===== src/rtl/instr_fetch_unit.sv =====
// Instruction fetch unit for the multicycle CPU: owns PC and IR, fetches over a
// req/ack/valid handshake and applies the controller's PC update on instr_done.
module instr_fetch_unit #(
   parameter int unsigned           ADDR_WIDTH = 32,
   parameter logic [ADDR_WIDTH-1:0] RESET_PC   = '0
) (
   input  logic                  clock,
   input  logic                  reset,
   output logic                  mem_rd_req,
   output logic [ADDR_WIDTH-1:0] mem_addr,
   input  logic                  mem_rd_ack,
   input  logic                  mem_rd_valid,
   input  logic [31:0]           mem_rd_data,
   output logic [5:0]            OPcode,
   output logic [31:0]           instr,
   output logic                  instr_valid,
   input  logic                  instr_done,
   input  logic                  PCWrite,
   input  logic                  PCWriteCond,
   input  logic                  BEQ,
   input  logic [1:0]            PCSrc,
   input  logic                  zero,
   output logic [ADDR_WIDTH-1:0] pc,
   output logic [31:0]           retired
);

   localparam int unsigned INSTR_W = 32;
   localparam int unsigned IMM_W   = 16;
   localparam int unsigned JIDX_W  = 26;
   localparam int unsigned OP_LSB  = 26;

   typedef enum logic [1:0] {
      S_FETCH = 2'd0,
      S_WAIT  = 2'd1,
      S_ISSUE = 2'd2
   } state_t;

   state_t                state_q;
   logic [ADDR_WIDTH-1:0] pc_q;
   logic [INSTR_W-1:0]    ir_q;
   logic [INSTR_W-1:0]    retired_q;
   logic                  req_q;
   logic                  valid_q;

   logic [ADDR_WIDTH-1:0] pc_plus1;
   logic [ADDR_WIDTH-1:0] imm_sext;
   logic [ADDR_WIDTH-1:0] branch_target;
   logic [ADDR_WIDTH-1:0] jump_target;
   logic                  branch_taken;
   logic [ADDR_WIDTH-1:0] pc_d;

   // Candidate next-PC values; only consumed on the instr_done edge in ISSUE.
   always_comb begin
      pc_plus1      = pc_q + ADDR_WIDTH'(1);
      imm_sext      = {{(ADDR_WIDTH-IMM_W){ir_q[IMM_W-1]}}, ir_q[IMM_W-1:0]};
      branch_target = pc_plus1 + imm_sext;
      jump_target   = {pc_plus1[ADDR_WIDTH-1:JIDX_W], ir_q[JIDX_W-1:0]};
      branch_taken  = PCWriteCond && (BEQ ? zero : !zero);
      pc_d          = pc_plus1;
      if (PCWrite) begin
         case (PCSrc)
            2'd1:    pc_d = branch_target;
            2'd2:    pc_d = jump_target;
            default: pc_d = pc_plus1;
         endcase
      end else if (branch_taken) begin
         pc_d = branch_target;
      end
   end

   // FSM plus registered handshake/status outputs that track the state.
   always_ff @(posedge clock) begin
      if (reset) begin
         state_q   <= S_FETCH;
         pc_q      <= RESET_PC;
         ir_q      <= '0;
         retired_q <= '0;
         req_q     <= 1'b1;
         valid_q   <= 1'b0;
      end else begin
         case (state_q)
            S_FETCH: begin
               if (mem_rd_ack) begin
                  state_q <= S_WAIT;
                  req_q   <= 1'b0;
               end
            end
            S_WAIT: begin
               if (mem_rd_valid) begin
                  ir_q    <= mem_rd_data;
                  state_q <= S_ISSUE;
                  valid_q <= 1'b1;
               end
            end
            S_ISSUE: begin
               if (instr_done) begin
                  pc_q      <= pc_d;
                  retired_q <= retired_q + INSTR_W'(1);
                  state_q   <= S_FETCH;
                  req_q     <= 1'b1;
                  valid_q   <= 1'b0;
               end
            end
            default: begin
               state_q <= S_FETCH;
               req_q   <= 1'b1;
               valid_q <= 1'b0;
            end
         endcase
      end
   end

   assign mem_rd_req  = req_q;
   assign mem_addr    = pc_q;
   assign pc          = pc_q;
   assign instr       = ir_q;
   assign OPcode      = ir_q[INSTR_W-1:OP_LSB];
   assign instr_valid = valid_q;
   assign retired     = retired_q;

endmodule

===== config.mk =====
export PLATFORM = sky130hd
export DESIGN_NAME = instr_fetch_unit
export DESIGN_NICKNAME = d
export VERILOG_FILES = /design/src/rtl/instr_fetch_unit.sv
export SDC_FILE = /design/constraint.sdc
export NUM_CORES = 1
export LEC_CHECK = 0
export ABC_AREA = 1
export CAP_MARGIN = 10
export CORE_AREA = 4 4 149 151
export CTS_BUF_LIST = sky130_fd_sc_hd__clkbuf_16
export CTS_CLUSTER_DIAMETER = 40
export DETAILED_ROUTE_END_ITERATION = 16
export DIE_AREA = 0 0 153 155
export GPL_TIMING_DRIVEN = 0
export HOLD_SLACK_MARGIN = 0.08
export SETUP_SLACK_MARGIN = 0.3
export SKIP_CTS_REPAIR_TIMING = 1
export SKIP_LAST_GASP = 1
export SYNTH_ARGS = -nofsm -noshare
export SYNTH_HDL_FRONTEND = slang
export SYNTH_SLANG_ARGS = --single-unit

===== constraint.sdc =====
create_clock -name clock -period 4.1 [get_ports clock]
set_input_delay 0.82 -clock clock [delete_from_list [all_inputs] [get_ports clock]]
set_output_delay 0.82 -clock clock [all_outputs]
set_load 0.05 [all_outputs]

==> flow_summary.ini, run 1 <==
[floorplanning]
fp.dieH_um = 155
start_util = 0.3935
die_width_um = 153
die-area_um2 = 23720
rows = 53
num_io_pins = 179
design.core.area_um2 = 20820

[worst_setup_path]
crit_path_end_kind = flip-flop
start_kind = flip-flop
r2r_end = mem_addr[31]
r2r_start = mem_addr[8]
crit_type = flip-flop to flip-flop
ff2ff_path_depth = 20
r2r_slack_ns = 0.48
worstPathArrival_ns = 3.87
cp_max_fo = 5
crit_required_ns = 4.35

[synthesis]
synth.distinct_cells = 51
synthArstFlopShare = 0
ys_top_cells_by_count = nand2_1 (333), inv_1 (184), nor2_1 (121), a21oi_1 (119), dfxtp_1 (100)
yosysMostFrequentCell = nand2_1
synth_area_um2 = 8194
synthCells = 1325
synth_seq_cells = 100
synth_edf_count = 0
ys_warn_count = 0
yosysTopAreaCell = dfxtp_1
syn_nets = 1412
yosysSeqAreaShare = 0.2443
synth_flop_cell = dfxtp_1
synth_area_per_cell_um2 = 6.184
synth.area.top_cells = dfxtp_1 (24%), nand2_1 (15%), inv_1 (8.4%)
netlist.area_leader.share = 0.2443

[global_route]
grt_max_degree = 27
grt_pass1_vias = 8949
gr-total-overflow = 0
antenna_found_initial = 0
grt.total_usage = 0.2646
grt_pass1_wl_um = 49510

[power]
p_sw_mw = 0.7979
p_int_mw = 1.652
p_seq_frac = 0.424
leakage_nw = 4.596
combinationalPowerShare = 0.213
swShare = 0.3256
ir_drop_mv = 0.1607
cellPowerDensity_nw_per_um2 = 230.8
pwr-share-clk = 0.363

[detailed_routing]
routed_wl_um = 31830
vias_per_cell = 5.141
dr.first_iter.drc_count = 676
dr.pass1.iters = 7
drc = 0
ant_nets = 0
via_count = 9213
wire_per_inst_um = 17.76

[cts]
cts_tree = done
clk_pin_slew_worst_paths_ns = 0.07
cts.sinks = 100
clk_latency_ns = 0.36
cts_buffers = 9
clockBufferDepth = 2
cts_root_buf = clkbuf_16
cts_htree_levels = 3

[worst_hold_path]
hold_depth = 2
hp-class = flip-flop to flip-flop
hold_path_startpoint = instr_valid
whs_endpoint = instr_valid

[placed_design]
dpl_cell_area_um2 = 10300
place_congestion = 0.9867
dpl.cell_count = 1776
dp_hpwl_um = 26200
io_buffers = 176

[outcome]
outcome = finished clean

[sta]
drv_slew = 0
rsz0062_at_grt = yes
fin_crit_sh = 0.8831
final.setup.tns_ns = 0
skew_ns = 0.006692
holdWs_ns = 0.4820
max_freq_mhz = 276.2
slew_headroom = 0.2333
setup_viol = 0
hold_viol = 0
worst_pin_slew_ns = 1.149
period_needed_ns = 3.621

[run]
drv_cap = 0

[finish]
nets = 1599
drive_gt1_frac = 0.06987
fin_area_um2 = 10620
area_delta_synth_final_pct = 29.55
antennaDiodeCount = 0
stdcell_count = 1792
worst max path at each step:
| stage | startpoint | endpoint | slack [ns] | cells after the start |
|---|---|---|---|---|
| after detailed placement | mem_addr[0] | mem_addr[23] | 0.45 | 17 |
| after global routing | mem_addr[1] | mem_addr[31] | 0.27 | 21 |
| after CTS | mem_addr[0] | mem_addr[23] | 0.42 | 17 |
| after global placement | mem_addr[0] | mem_addr[23] | 0.48 | 17 |
| after floorplan | mem_addr[0] | mem_addr[25] | 0.76 | 18 |
| final | mem_addr[8] | mem_addr[31] | 0.48 | 20 |
power by group through the flow:
stage / clock, mW / sequential (mW) / combinational, mW
after floorplan: 0 / 1.13 / 0.239
after global placement: 0 / 1.06 / 0.515
after detailed placement: 0 / 1.06 / 0.518
after CTS: 0.905 / 1.04 / 0.520
after global routing: 0.932 / 1.04 / 0.560
final: 0.889 / 1.04 / 0.522
state kept, by name, indices dropped and copies added (netlist names):
name and cells:
instr 32, mem_addr 32, retired 32, state_q 2
instr_valid 1, mem_rd_req 1
through the flow:
step / worst slack (ns) / utilization / total power, mW
floorplan: 0.7580 / - / 1.369
global placement: 0.4792 / 0.4947 / 1.576
detailed placement: 0.4456 / 0.4947 / 1.578
CTS: 0.4247 / 0.5090 / 2.463
global route: 0.2671 / 0.5098 / 2.535
finish: 0.4792 / 0.5098 / 2.450
worst max-delay path: stages (launching register included):
cell,delay (ns)
dfxtp_1,0.49
inv_1,0.14
nor3_1,0.40
nand2_1,0.20
nor2_4,0.23
nand4_1,0.15
or2_1,0.26
nand2_1,0.10
inv_1,0.06
ha_1,0.35
nand2_1,0.13
nor2_1,0.26
nand2_1,0.11
nor2_1,0.14
nand2_1,0.07
nand2_1,0.10
nand3_1,0.10
nand3_1,0.08
nand2_1,0.05
inv_1,0.05
a21oi_1,0.05
metal layers:
layer  track usage  wire [um]  vias to the layer above
li1              -          -                     4655
met5             0          0                        -
met1        0.3531      14480                     4233
met3       0.04896       2103                       43
met4       0.08273        768                        0
met2        0.4362      14480                      282
kinds of logic after synthesis:
logic type               count (synthesis)  share of synthesized area
AND/OR/NAND/NOR                        632                     0.3394
buffers and inverters                  260                     0.1373
AO/OA/AOI/OAI                          258                     0.1768
flip-flops                             100                     0.2443
adder cells (fa/ha/maj)                 44                    0.06810
XOR/XNOR                                31                    0.03405
layout by cell type (no fill, tap or decap), types with 10 or more instances in the layout:
cell / netlist / routed
nand2_1: 333 / 333
clkbuf_1: 26 / 26
nor2_1: 121 / 120
xor2_1: 19 / 18
nand4_1: 14 / 14
xnor2_1: 11 / 11
clkdlybuf4s50_1: 0 / 176
dfxtp_1: 100 / 99
buf_4: 38 / 38
a21oi_1: 119 / 119
nor3_1: 25 / 25
o21bai_1: 10 / 10
inv_1: 184 / 184
o21ai_0: 73 / 73
nand3_1: 86 / 86
ha_1: 43 / 43
area by class of cell:
type	count	area, um^2
buffer	70	411.6
inverter	190	713.2
multi-input combinational	965	5084
clock inverter	7	72.57
fill	2238	10210
sequential	100	2003
clock buffer	9	225.2
timing repair buffer	176	1762
tap	275	344.1
Note: power is estimated with default switching activity, not from simulation.
==> run 2: changes to the inputs <==
--- a/config.mk
+++ b/config.mk
@@ -21,2 +21,3 @@
 export SYNTH_HDL_FRONTEND = slang
 export SYNTH_SLANG_ARGS = --single-unit
+export TNS_END_PERCENT = 30
==> constraint.sdc (replaced) <==
create_clock -name clock -period 4.1 [get_ports clock]
set_input_delay 0.41 -clock clock [delete_from_list [all_inputs] [get_ports clock]]
set_output_delay 0.41 -clock clock [all_outputs]
set_load 0.05 [all_outputs]
==> results of run 2 <==
Same layout as run 1 (identical final DEF). Status: finished clean.
Among the figures that moved: hold slack 0.4820 ns -> 0.4176 ns; end point of the worst hold path instr_valid -> mem_addr[30]
